--- src/rtl/demultiplexador32_buf_pkg.sv ---
// Shared datapath constants: default word width and per-output queue depth
// for the buffered 1-to-2 demultiplexer.
package demultiplexador32_buf_pkg;
    localparam int DATA_WIDTH  = 32;
    localparam int QUEUE_DEPTH = 2;
endpackage

--- src/rtl/demultiplexador32_buf_fila32.sv ---
// Synchronous FIFO with registered head, asynchronous clear of pointers,
// occupancy and storage. Refuses pushes when full and pops when empty.
module fila32
    import demultiplexador32_buf_pkg::*;
#(
    parameter int WIDTH = DATA_WIDTH,
    parameter int DEPTH = QUEUE_DEPTH
) (
    input  logic                     clock,
    input  logic                     reset_n,
    input  logic                     push,
    input  logic                     pop,
    input  logic [WIDTH-1:0]         push_data,
    output logic                     full,
    output logic                     empty,
    output logic [$clog2(DEPTH):0]   count,
    output logic [WIDTH-1:0]         head
);
    localparam int AW = $clog2(DEPTH);
    localparam int CW = AW + 1;
    localparam logic [CW-1:0] FULL_COUNT = CW'(DEPTH);

    logic [WIDTH-1:0] mem [DEPTH];
    logic [AW-1:0]    wr_ptr;
    logic [AW-1:0]    rd_ptr;
    logic             do_push;
    logic             do_pop;

    assign full    = (count == FULL_COUNT);
    assign empty   = (count == '0);
    assign do_push = push & ~full;
    assign do_pop  = pop & ~empty;
    assign head    = mem[rd_ptr];

    // DEPTH is a power of two, so pointers wrap by natural overflow.
    always_ff @(posedge clock or negedge reset_n) begin
        if (!reset_n) begin
            wr_ptr <= '0;
            rd_ptr <= '0;
            count  <= '0;
            for (int i = 0; i < DEPTH; i++) begin
                mem[i] <= '0;
            end
        end else begin
            if (do_push) begin
                mem[wr_ptr] <= push_data;
                wr_ptr      <= wr_ptr + AW'(1);
            end
            if (do_pop) begin
                rd_ptr <= rd_ptr + AW'(1);
            end
            case ({do_push, do_pop})
                2'b10:   count <= count + CW'(1);
                2'b01:   count <= count - CW'(1);
                default: count <= count;
            endcase
        end
    end
endmodule

--- src/rtl/demultiplexador32_buf.sv ---
// Buffered 1-to-2 demultiplexer: routes each accepted word into one of two
// independent FIFOs selected by sel; each FIFO drains through its own port.
module demultiplexador32_buf
    import demultiplexador32_buf_pkg::*;
#(
    parameter int WIDTH = DATA_WIDTH,
    parameter int DEPTH = QUEUE_DEPTH
) (
    input  logic                     clock,
    input  logic                     reset_n,
    input  logic                     sel,
    input  logic [WIDTH-1:0]         in_data,
    input  logic                     in_valid,
    output logic                     in_ready,
    output logic [WIDTH-1:0]         out0_data,
    output logic                     out0_valid,
    input  logic                     out0_ready,
    output logic [WIDTH-1:0]         out1_data,
    output logic                     out1_valid,
    input  logic                     out1_ready,
    output logic [$clog2(DEPTH):0]   count0,
    output logic [$clog2(DEPTH):0]   count1
);
    logic full0, full1;
    logic empty0, empty1;
    logic push0, push1;
    logic pop0, pop1;

    // Handshake: a transfer happens on a rising edge where valid and ready
    // are both 1. in_ready looks only at the selected queue's full flag, so
    // a full queue never accepts, even while it is being drained that cycle.
    assign in_ready   = sel ? ~full1 : ~full0;
    assign push0      = in_valid & in_ready & ~sel;
    assign push1      = in_valid & in_ready & sel;
    assign out0_valid = ~empty0;
    assign out1_valid = ~empty1;
    assign pop0       = out0_valid & out0_ready;
    assign pop1       = out1_valid & out1_ready;

    fila32 #(.WIDTH(WIDTH), .DEPTH(DEPTH)) u_fila0 (
        .clock     (clock),
        .reset_n   (reset_n),
        .push      (push0),
        .pop       (pop0),
        .push_data (in_data),
        .full      (full0),
        .empty     (empty0),
        .count     (count0),
        .head      (out0_data)
    );

    fila32 #(.WIDTH(WIDTH), .DEPTH(DEPTH)) u_fila1 (
        .clock     (clock),
        .reset_n   (reset_n),
        .push      (push1),
        .pop       (pop1),
        .push_data (in_data),
        .full      (full1),
        .empty     (empty1),
        .count     (count1),
        .head      (out1_data)
    );
endmodule

--- config.mk ---
export PLATFORM = sky130hd
export DESIGN_NAME = demultiplexador32_buf
export DESIGN_NICKNAME = d
export VERILOG_FILES = /design/src/rtl/demultiplexador32_buf_pkg.sv /design/src/rtl/demultiplexador32_buf_fila32.sv /design/src/rtl/demultiplexador32_buf.sv
export SDC_FILE = /design/constraint.sdc
export NUM_CORES = 1
export LEC_CHECK = 0
export ABC_AREA = 1
export CELL_PAD_IN_SITES_DETAIL_PLACEMENT = 1
export CELL_PAD_IN_SITES_GLOBAL_PLACEMENT = 1
export CORE_ASPECT_RATIO = 1.25
export CORE_UTILIZATION = 30
export DETAILED_ROUTE_END_ITERATION = 12
export PLACE_DENSITY = 0.65
export SYNTH_ARGS = -nofsm -noshare
export SYNTH_HDL_FRONTEND = slang
export SYNTH_SLANG_ARGS = --single-unit
--- constraint.sdc ---
create_clock -name clock -period 1.54 [get_ports clock]
set_clock_uncertainty 0.05 [all_clocks]
set_input_delay 0.308 -clock clock [delete_from_list [all_inputs] [get_ports clock]]
set_output_delay 0.308 -clock clock [all_outputs]
set_load 0.02 [all_outputs]
==> flow_metrics.tcl, run 1 <==
set metrics [dict create \
    status "finished with violations" \
    violations "setup timing" \
    hold_path_class "in -> reg" \
    synth_top_family_by_area "simple AND/OR/NAND/NOR gates" \
    min_to "u_fila0.mem[39]" \
    ant_nets 0 \
    drt_iter0_drc 353 \
    multi_input_area_sq_um 3297 \
    cp_slowest_cell "dfrtp_2" \
    yosysWarnings 0 \
    r2r_start "u_fila0.count[1]" \
    dp.cells 1189 \
    cp_cell_sequence "buf_8 -> buf_16 -> nand2_4 -> nand2_2 -> buf_6" \
    rrSetupSlack_ns -0.01 \
    area_growth_pct 53.66 \
    ir_worst_vdd_uv 1389 \
    rr_endpoint "u_fila0.count[1]" \
    die_y_um 165.8 \
    seq_area_sq_um 3410 \
    antenna_found_initial 1 \
    crit_arrival_ns 1.43 \
    gp_congestion 0.7587 \
    fmax_ghz 0.5594 \
    powerDensity_nw_per_um2 2451 \
    final_cell_mix "nand2_1 (343), nand4_1 (132), dfrtp_1 (131)" \
    wl_um 24250 \
    avgSynthCellArea_sq_um 7.765 \
    cts.htree.levels 4 \
    synth_xor_area_frac 0.008163 \
    cts_sinks 136 \
    grt_pass1_wl_um 37450 \
    worst_setup_path_end_kind "primary output" \
    clk_latency_ns 0.42 \
    hold_viol_final 0 \
    ios 109 \
    clk_pin_slew_ns 0.06 \
    worst_pin_slew_ns 0.4079 \
    drv_cap 0 \
    synth-seq-cells 136 \
    grt_overflow_total 0 \
    crit_path_max_fanout 8 \
    diodes 0 \
    drive_gt1_frac 0.3268 \
    nFillCells 2401 \
    fin_crit_sh 1.161 \
    finalNonFillerCells 1244 \
    worstHoldStart "in_valid" \
    synthCells 829 \
    cts_root_buf "clkbuf_16" \
    cts_made_buffers 17 \
    yosys.area_share.simple 0.4014 \
    synth_mux_area_frac 0 \
    path_class "reg -> out" \
    initial_core_util 0.3071 \
    fp.dieW_um 133.0 \
    fin_ws_ns -0.2476 \
    yosysSeqAreaShare 0.5287 \
    grt_max_degree 84 \
    post_drt_wl_per_cell_um 19.49 \
    critPathMaxStageDelay_ns 0.45 \
    fin_crit_ns 1.788 \
    hold_ws_ns 0.2326 \
    grt_setup_unrepaired "true" \
    grt_pass1_vias 6477 \
    finalNetCount 997 \
    vias 6321 \
    drc 0 \
    track_usage 0.2229 \
    relSlewSlack 0.7281 \
    final_common_cell "nand2_1" \
    min_path_cells 3 \
    p_leak_nw 5.141 \
    syn_area_sq_um 6437 \
    power_mw 24.25 \
    drv_slew 0 \
    synth_compound_area_frac 0.001555 \
    cp-start-kind "register" \
    fp-row-count 59 \
    syn_nets 869 \
    dr.pass1.iters 4 \
    ys_types 16 \
    setup_violations 68 \
    clk_path_buf_depth 2 \
    hpwl_um 14260 \
    die_area_sq_um 22050 \
    portBuffers 108 \
    ff2ff_path_depth 8 \
    core_sq_um 20970 \
    cts_tree "done" \
    synth_adder_area_share 0.003887 \
    vias_per_cell 5.081 \
    required_ns 1.18 \
]
-- metal layers --
metal  wire, um  up-vias  global-route usage
li1           -     2971                   -
met1      10490     3145              0.2905
met2      12210      170              0.3722
met3        797       35             0.03541
met4        755        0             0.07996
met5          0        -                   0
-- through the flow --
stage / setup TNS, ns / util / instance area, sq um / setup slack (ns)
floorplan: -0.0007064 / - / 6502 / -0.0007064
global route: -18.00 / 0.4718 / 9892 / -0.3066
detailed placement: -69.49 / 0.3880 / 8135 / -0.6472
global placement: -66.75 / 0.3880 / 8135 / -0.6252
CTS: -14.67 / 0.4506 / 9447 / -0.2655
finish: -14.21 / 0.4718 / 9892 / -0.2476
-- synthesized netlist by cell type --
master,count,share of area
xnor2_1,2,0.0027
or2_2,1,0.00097
inv_2,1,0.00058
buf_2,14,0.011
nand4_1,132,0.13
xor2_1,4,0.0054
inv_1,12,0.0070
buf_1,4,0.0023
clkbuf_1,43,0.025
ha_1,2,0.0039
clkinv_1,2,0.0012
a21oi_1,2,0.0016
nand3_1,2,0.0016
buf_4,8,0.0093
dfrtp_1,136,0.53
nand2_1,464,0.27
-- worst max-delay path by stage --
stage	cells after the start	to	from
detailed placement	7	u_fila1.mem[48]	sel
finish	5	out1_data[10]	u_fila1.rd_ptr
CTS	5	out1_data[24]	u_fila1.rd_ptr
global placement	5	in_ready	sel
global route	5	out0_data[4]	u_fila0.rd_ptr
floorplan	8	u_fila0.count[1]	u_fila0.count[0]
-- registers in the layout, indices dropped and copies added (netlist names) --
signal and flops:
u_fila0.count 2, u_fila1.rd_ptr 1, u_fila0.rd_ptr 1, u_fila1.wr_ptr 1, u_fila0.mem 64, u_fila1.mem 64, u_fila1.count 2, u_fila0.wr_ptr 1
-- timing repair --
action,in CTS,in global routing
gates cloned,7,3
gates resized for setup,547,94
hold buffers,1,0
endpoints found under the setup margin,151,134
setup buffers,8,5
pin swaps,21,30
hold endpoints to repair,28,0
-- kinds of logic (layout without fill, tap and decap cells) --
logic type / count (synthesis) / after routing
flip-flops: 136 / 136
adder cells (fa/ha/maj): 2 / 2
AO/OA/AOI/OAI: 2 / 2
AND/OR/NAND/NOR: 599 / 599
buffers and inverters: 84 / 225
XOR/XNOR: 6 / 6
-- power by group --
part           internal (mW)  leakage [nW]  switching, mW
clock                   2.62         0.298           1.62
sequential              5.26          1.69           1.31
combinational           6.07          3.15           7.36
-- critical path, delay by kind of cell, from the launching register on --
kind / cells / cell delay (ns)
buffers and inverters: 3 / 0.45
DFF: 1 / 0.45
and+or+nand+nor: 2 / 0.12
-- final cells by class --
class,count,area share
Clock buffer,19,0.04579
Clock inverter,13,0.01543
Inverter,15,0.007969
Multi-Input combinational cell,609,0.3333
Sequential cell,136,0.3447
Tap cell,274,0.03466
Timing Repair Buffer,178,0.2182
(Power assumes the default switching activity.)
==> run 2: changes to the inputs <==
MAX_ROUTING_LAYER = met4   (was unset)
TNS_END_PERCENT = 5   (was unset)
==> flow_metrics.tcl, run 2 (same netlist as run 1, synthesis figures left out) <==
set metrics [dict create \
    rrSetupSlack_ns -0.06 \
    wl_um 22640 \
    status "finished with violations" \
    crit_arrival_ns 1.41 \
    cp_num_buf_inv 3 \
    grt_max_degree 84 \
    final_cell_mix "nand2_1 (398), nand4_1 (132), dfrtp_1 (131)" \
    cts_made_buffers 17 \
    p_leak_nw 4.685 \
    cts_root_buf "clkbuf_16" \
    track_usage 0.2187 \
    path_class "reg -> out" \
    hold_path_class "in -> reg" \
    fp-row-count 59 \
    dpl-instance-area_sq_um 8135 \
    fmax_ghz 0.5645 \
    dr.pass1.iters 4 \
    vias 6088 \
    min_to "u_fila0.mem[2]" \
    wl_met3_um 718 \
    crit_path_max_fanout 8 \
    final_common_cell "nand2_1" \
    ff2ff_path_depth 8 \
    critPathMaxStageDelay_ns 0.44 \
    clk_pin_slew_ns 0.06 \
    hold_viol_final 0 \
    dp_slack_ns -0.6472 \
    cp_cell_sequence "buf_6 -> clkbuf_16 -> nand2_1 -> nand2_1 -> buf_2" \
    portBuffers 108 \
    finalNonFillerCells 1227 \
    r2r_start "u_fila0.count[0]" \
    clk_path_buf_depth 2 \
    post_drt_wl_per_cell_um 18.45 \
    grt_setup_unrepaired "true" \
    crit_family "buffers and inverters" \
    initial_core_util 0.3071 \
    grt_overflow_total 0 \
    power_mw 21.88 \
    worst_pin_slew_ns 0.3954 \
    tns_ns -12.73 \
    worst_setup_path_end_kind "primary output" \
    drive_gt1_frac 0.2529 \
    largest_registers "u_fila0.mem x64, u_fila1.mem x64" \
    powerDensity_nw_per_um2 2411 \
    fin_crit_ns 1.772 \
    violations "setup timing" \
    rr_endpoint "u_fila0.count[1]" \
    wl_met2_um 11200 \
    die_y_um 165.8 \
    top_layer "met4" \
    core_sq_um 20970 \
    drc 0 \
    hpwl_um 14260 \
    grt_pass1_wl_um 35770 \
    finalNetCount 980 \
    fin_crit_sh 1.150 \
    fin_util 0.4329 \
    drv_slew 0 \
    ant_nets 0 \
    required_ns 1.18 \
    drv_cap 0 \
    cp_common_cell "nand2_1" \
    antenna_found_initial 0 \
    final_area_sq_um 9075 \
    vias_per_cell 4.962 \
    fp.dieW_um 133.0 \
    dp.cells 1189 \
    wl_met1_um 10170 \
    ios 109 \
    fin_ws_ns -0.2315 \
    ir_worst_vdd_uv 1301 \
    area_growth_pct 40.97 \
    relSlewSlack 0.7364 \
    cts_sinks 136 \
    diodes 0 \
    gp_congestion 0.7686 \
    min_path_cells 3 \
    drt_iter0_drc 312 \
    cts.htree.levels 4 \
    worstHoldStart "in_valid" \
    die_area_sq_um 22050 \
    cp_slowest_cell "dfrtp_2" \
    hold_ws_ns 0.2241 \
    setup_violations 69 \
    grt_pass1_vias 6230 \
    clk_latency_ns 0.42 \
    nFillCells 2487 \
    cp-start-kind "register" \
    cts_tree "done" \
]
==> run 2: timing repair <==
action / in CTS / in global routing
gates resized for setup: 417 / 69
hold buffers: 1 / 0
pin swaps: 1 / 11
setup endpoints to repair: 151 / 98
hold endpoints to repair: 28 / 0
cloned: 2 / 1
buffers inserted: 2 / 0
==> run 2: where the power goes <==
group	total (mW)	internal (mW)	switching (mW)
sequential	6.29	5.26	1.03
combinational	11.4	4.79	6.58
clock	4.22	2.62	1.61
total	21.9	12.7	9.21
==> run 2: layout make-up <==
| cell class | instances | area [sq um] | share of cell area |
|---|---|---|---|
| timing repair buffer | 161 | 1757 | 0.1936 |
| multi-input combinational | 609 | 2892 | 0.3186 |
| inverter | 15 | 68.82 | 0.007583 |
| clock inverter | 13 | 152.6 | 0.01682 |
| sequential | 136 | 3410 | 0.3757 |
| clock buffer | 19 | 452.9 | 0.04991 |
| tap | 274 | 342.8 | 0.03778 |
==> run 2: worst register-to-register path: stages (launching register included) <==
cell     delay (ns)
dfrtp_2        0.39
inv_4          0.05
a21oi_4        0.18
buf_12         0.24
nand2_4        0.08
ha_4           0.21
inv_1          0.05
nand3_1        0.07
xor2_1         0.17
==> run 2: worst max-delay path by stage <==
stage | from | to | cells past startpoint
2_1_floorplan | u_fila0.count[0] | u_fila0.count[1] | 8
3_3_place_gp | sel | in_ready | 5
3_5_place_dp | sel | u_fila1.mem[48] | 7
4_1_cts | u_fila1.rd_ptr | out1_data[16] | 5
5_1_grt | u_fila1.rd_ptr | out1_data[14] | 5
6_report | u_fila1.rd_ptr | out1_data[14] | 5
==> run 2: metal layers <==
metal,global-route usage,vias to the layer above
met5,-,-
met4,0.07146,0
met3,0.03388,25
met2,0.3485,150
met1,0.2832,2987
li1,-,2926
==> run 3: changes to the inputs <==
CELL_PAD_IN_SITES_DETAIL_PLACEMENT = unset   (was 1)
CELL_PAD_IN_SITES_GLOBAL_PLACEMENT = unset   (was 1)
PLACE_DENSITY = 0.5   (was 0.65)
==> flow_metrics.tcl, run 3 (same netlist as run 1, synthesis figures left out) <==
set metrics [dict create \
    cts.htree.levels 4 \
    nFillCells 2171 \
    drive_gt1_frac 0.2492 \
    grt_setup_unrepaired "true" \
    fp.dieW_um 133.0 \
    drv_slew 0 \
    fin_ws_ns -0.2132 \
    fmax_ghz 0.5704 \
    power_frac_comb 0.501 \
    worst_setup_path_end_kind "primary output" \
    final_common_cell "nand2_1" \
    min_path_cells 3 \
    largest_registers "u_fila0.mem x64, u_fila1.mem x64" \
    cts_tree "done" \
    tns_ns -12.06 \
    p_int_mw 13.33 \
    grt_max_degree 50 \
    finalNetCount 982 \
    cp_cell_sequence "buf_6 -> buf_12 -> nand2_1 -> nand2_2 -> buf_6" \
    worst_pin_slew_ns 0.3971 \
    grt_pass1_vias 5801 \
    portBuffers 108 \
    switching_share 0.4037 \
    power_mw 22.35 \
    ant_nets 0 \
    drc 0 \
    worstSetupPathDepth 5 \
    drv_cap 0 \
    critPathMaxStageDelay_ns 0.41 \
    hpwl_um 14040 \
    dpl-instance-area_sq_um 8180 \
    fp-row-count 59 \
    initial_core_util 0.3071 \
    ff2ff_path_depth 8 \
    cts_made_buffers 17 \
    relSlewSlack 0.7352 \
    drt_iter0_drc 396 \
    fin_util 0.4360 \
    ios 109 \
    cts_root_buf "clkbuf_16" \
    crit_path_max_fanout 7 \
    gp_congestion 0.7936 \
    wl_um 21040 \
    fin_crit_ns 1.753 \
    grt_overflow_total 0 \
    dp.cells 1195 \
    grt_pass1_wl_um 33530 \
    dp_slack_ns -0.5827 \
    finalNonFillerCells 1229 \
    crit_family "buffers and inverters" \
    clk_pin_slew_ns 0.06 \
    p_leak_nw 4.722 \
    fin_crit_sh 1.138 \
    track_usage 0.2049 \
    required_ns 1.18 \
    hold_path_class "in -> reg" \
    cp_common_cell "buf_6" \
    status "finished with violations" \
    switchingPower_mw 9.023 \
    hold_viol_final 0 \
    clk_path_buf_depth 2 \
    final_area_sq_um 9141 \
    setup_violations 68 \
    final_cell_mix "nand2_1 (403), nand4_1 (132), dfrtp_1 (131)" \
    diodes 0 \
    core_sq_um 20970 \
    dr.pass1.iters 6 \
    cp_num_buf_inv 3 \
    ir_worst_vdd_uv 1153 \
    violations "setup timing" \
    die_y_um 165.8 \
    hold_ws_ns 0.2088 \
    antenna_found_initial 0 \
    post_drt_wl_per_cell_um 17.12 \
    cp_slowest_cell "dfrtp_1" \
    vias_per_cell 4.889 \
    path_class "reg -> out" \
    cp-start-kind "register" \
    clkPwrFrac 0.220 \
    clk_latency_ns 0.42 \
    die_area_sq_um 22050 \
    cts_sinks 136 \
    crit_arrival_ns 1.40 \
    seqPwrFrac 0.280 \
    area_growth_pct 42.00 \
    vias 6009 \
    powerDensity_nw_per_um2 2445 \
]
-- run 3: cell types whose count changed in the layout (fill, tap and decap cells not counted), moves of 5 or more --
cell / delta
nand2_1: +5
buf_4: +10
buf_2: -7
nand2_2: -5
-- run 3: metal layers --
layer	track usage	up-vias	routed length (um)
met4	0.06147	0	344
met5	-	-	0
met3	0.03999	26	863
li1	-	2943	-
met2	0.3287	150	10570
met1	0.2605	2890	9260
-- run 3: what timing repair did --
item,CTS,global route
resized for setup,382,101
hold buffers,1,0
setup buffers,1,0
hold endpoints to repair,30,0
endpoints found under the setup margin,88,122
pin swaps,4,5
-- run 3: path summary, 6_finish.rpt --
kind,startpoint,endpoint,slack [ns]
min in group asynchronous,reset_n,u_fila0.mem[28],0.31
max in group asynchronous,reset_n,u_fila1.rd_ptr,0.59
worst max register to register,u_fila0.count[1],u_fila0.count[1],-0.02
worst max-delay path,u_fila0.rd_ptr,out0_data[12],-0.21
worst min register to register,u_fila1.mem[36],u_fila1.mem[36],0.43
worst min-delay path,in_valid,u_fila0.mem[25],0.21
-- run 3: worst min-delay path: stages --
cell	delay, ns
buf_4	0.18
nand4_1	0.10
nand2_1	0.04
-- run 3: power by group through the flow --
| stage | logic, mW | registers, mW | clock network (mW) |
|---|---|---|---|
| 4_1_cts | 10.4 | 6.20 | 4.98 |
| 2_1_floorplan | 5.76 | 6.03 | 0 |
| 6_report | 11.2 | 6.25 | 4.91 |
| 3_3_place_gp | 10.5 | 6.18 | 0 |
| 5_1_grt | 12.2 | 6.45 | 5.12 |
| 3_5_place_dp | 10.6 | 6.21 | 0 |
-- run 3: layout make-up --
cell class,instances,area [sq um],share of cell area
clock inverters,12,244.0,0.02669
repair buffers,163,1725,0.1887
clock buffers,20,466.7,0.05105
inverters,15,68.82,0.007528
well taps,274,342.8,0.03750
multi-input cells,609,2884,0.3155
flip-flops and latches,136,3410,0.3730
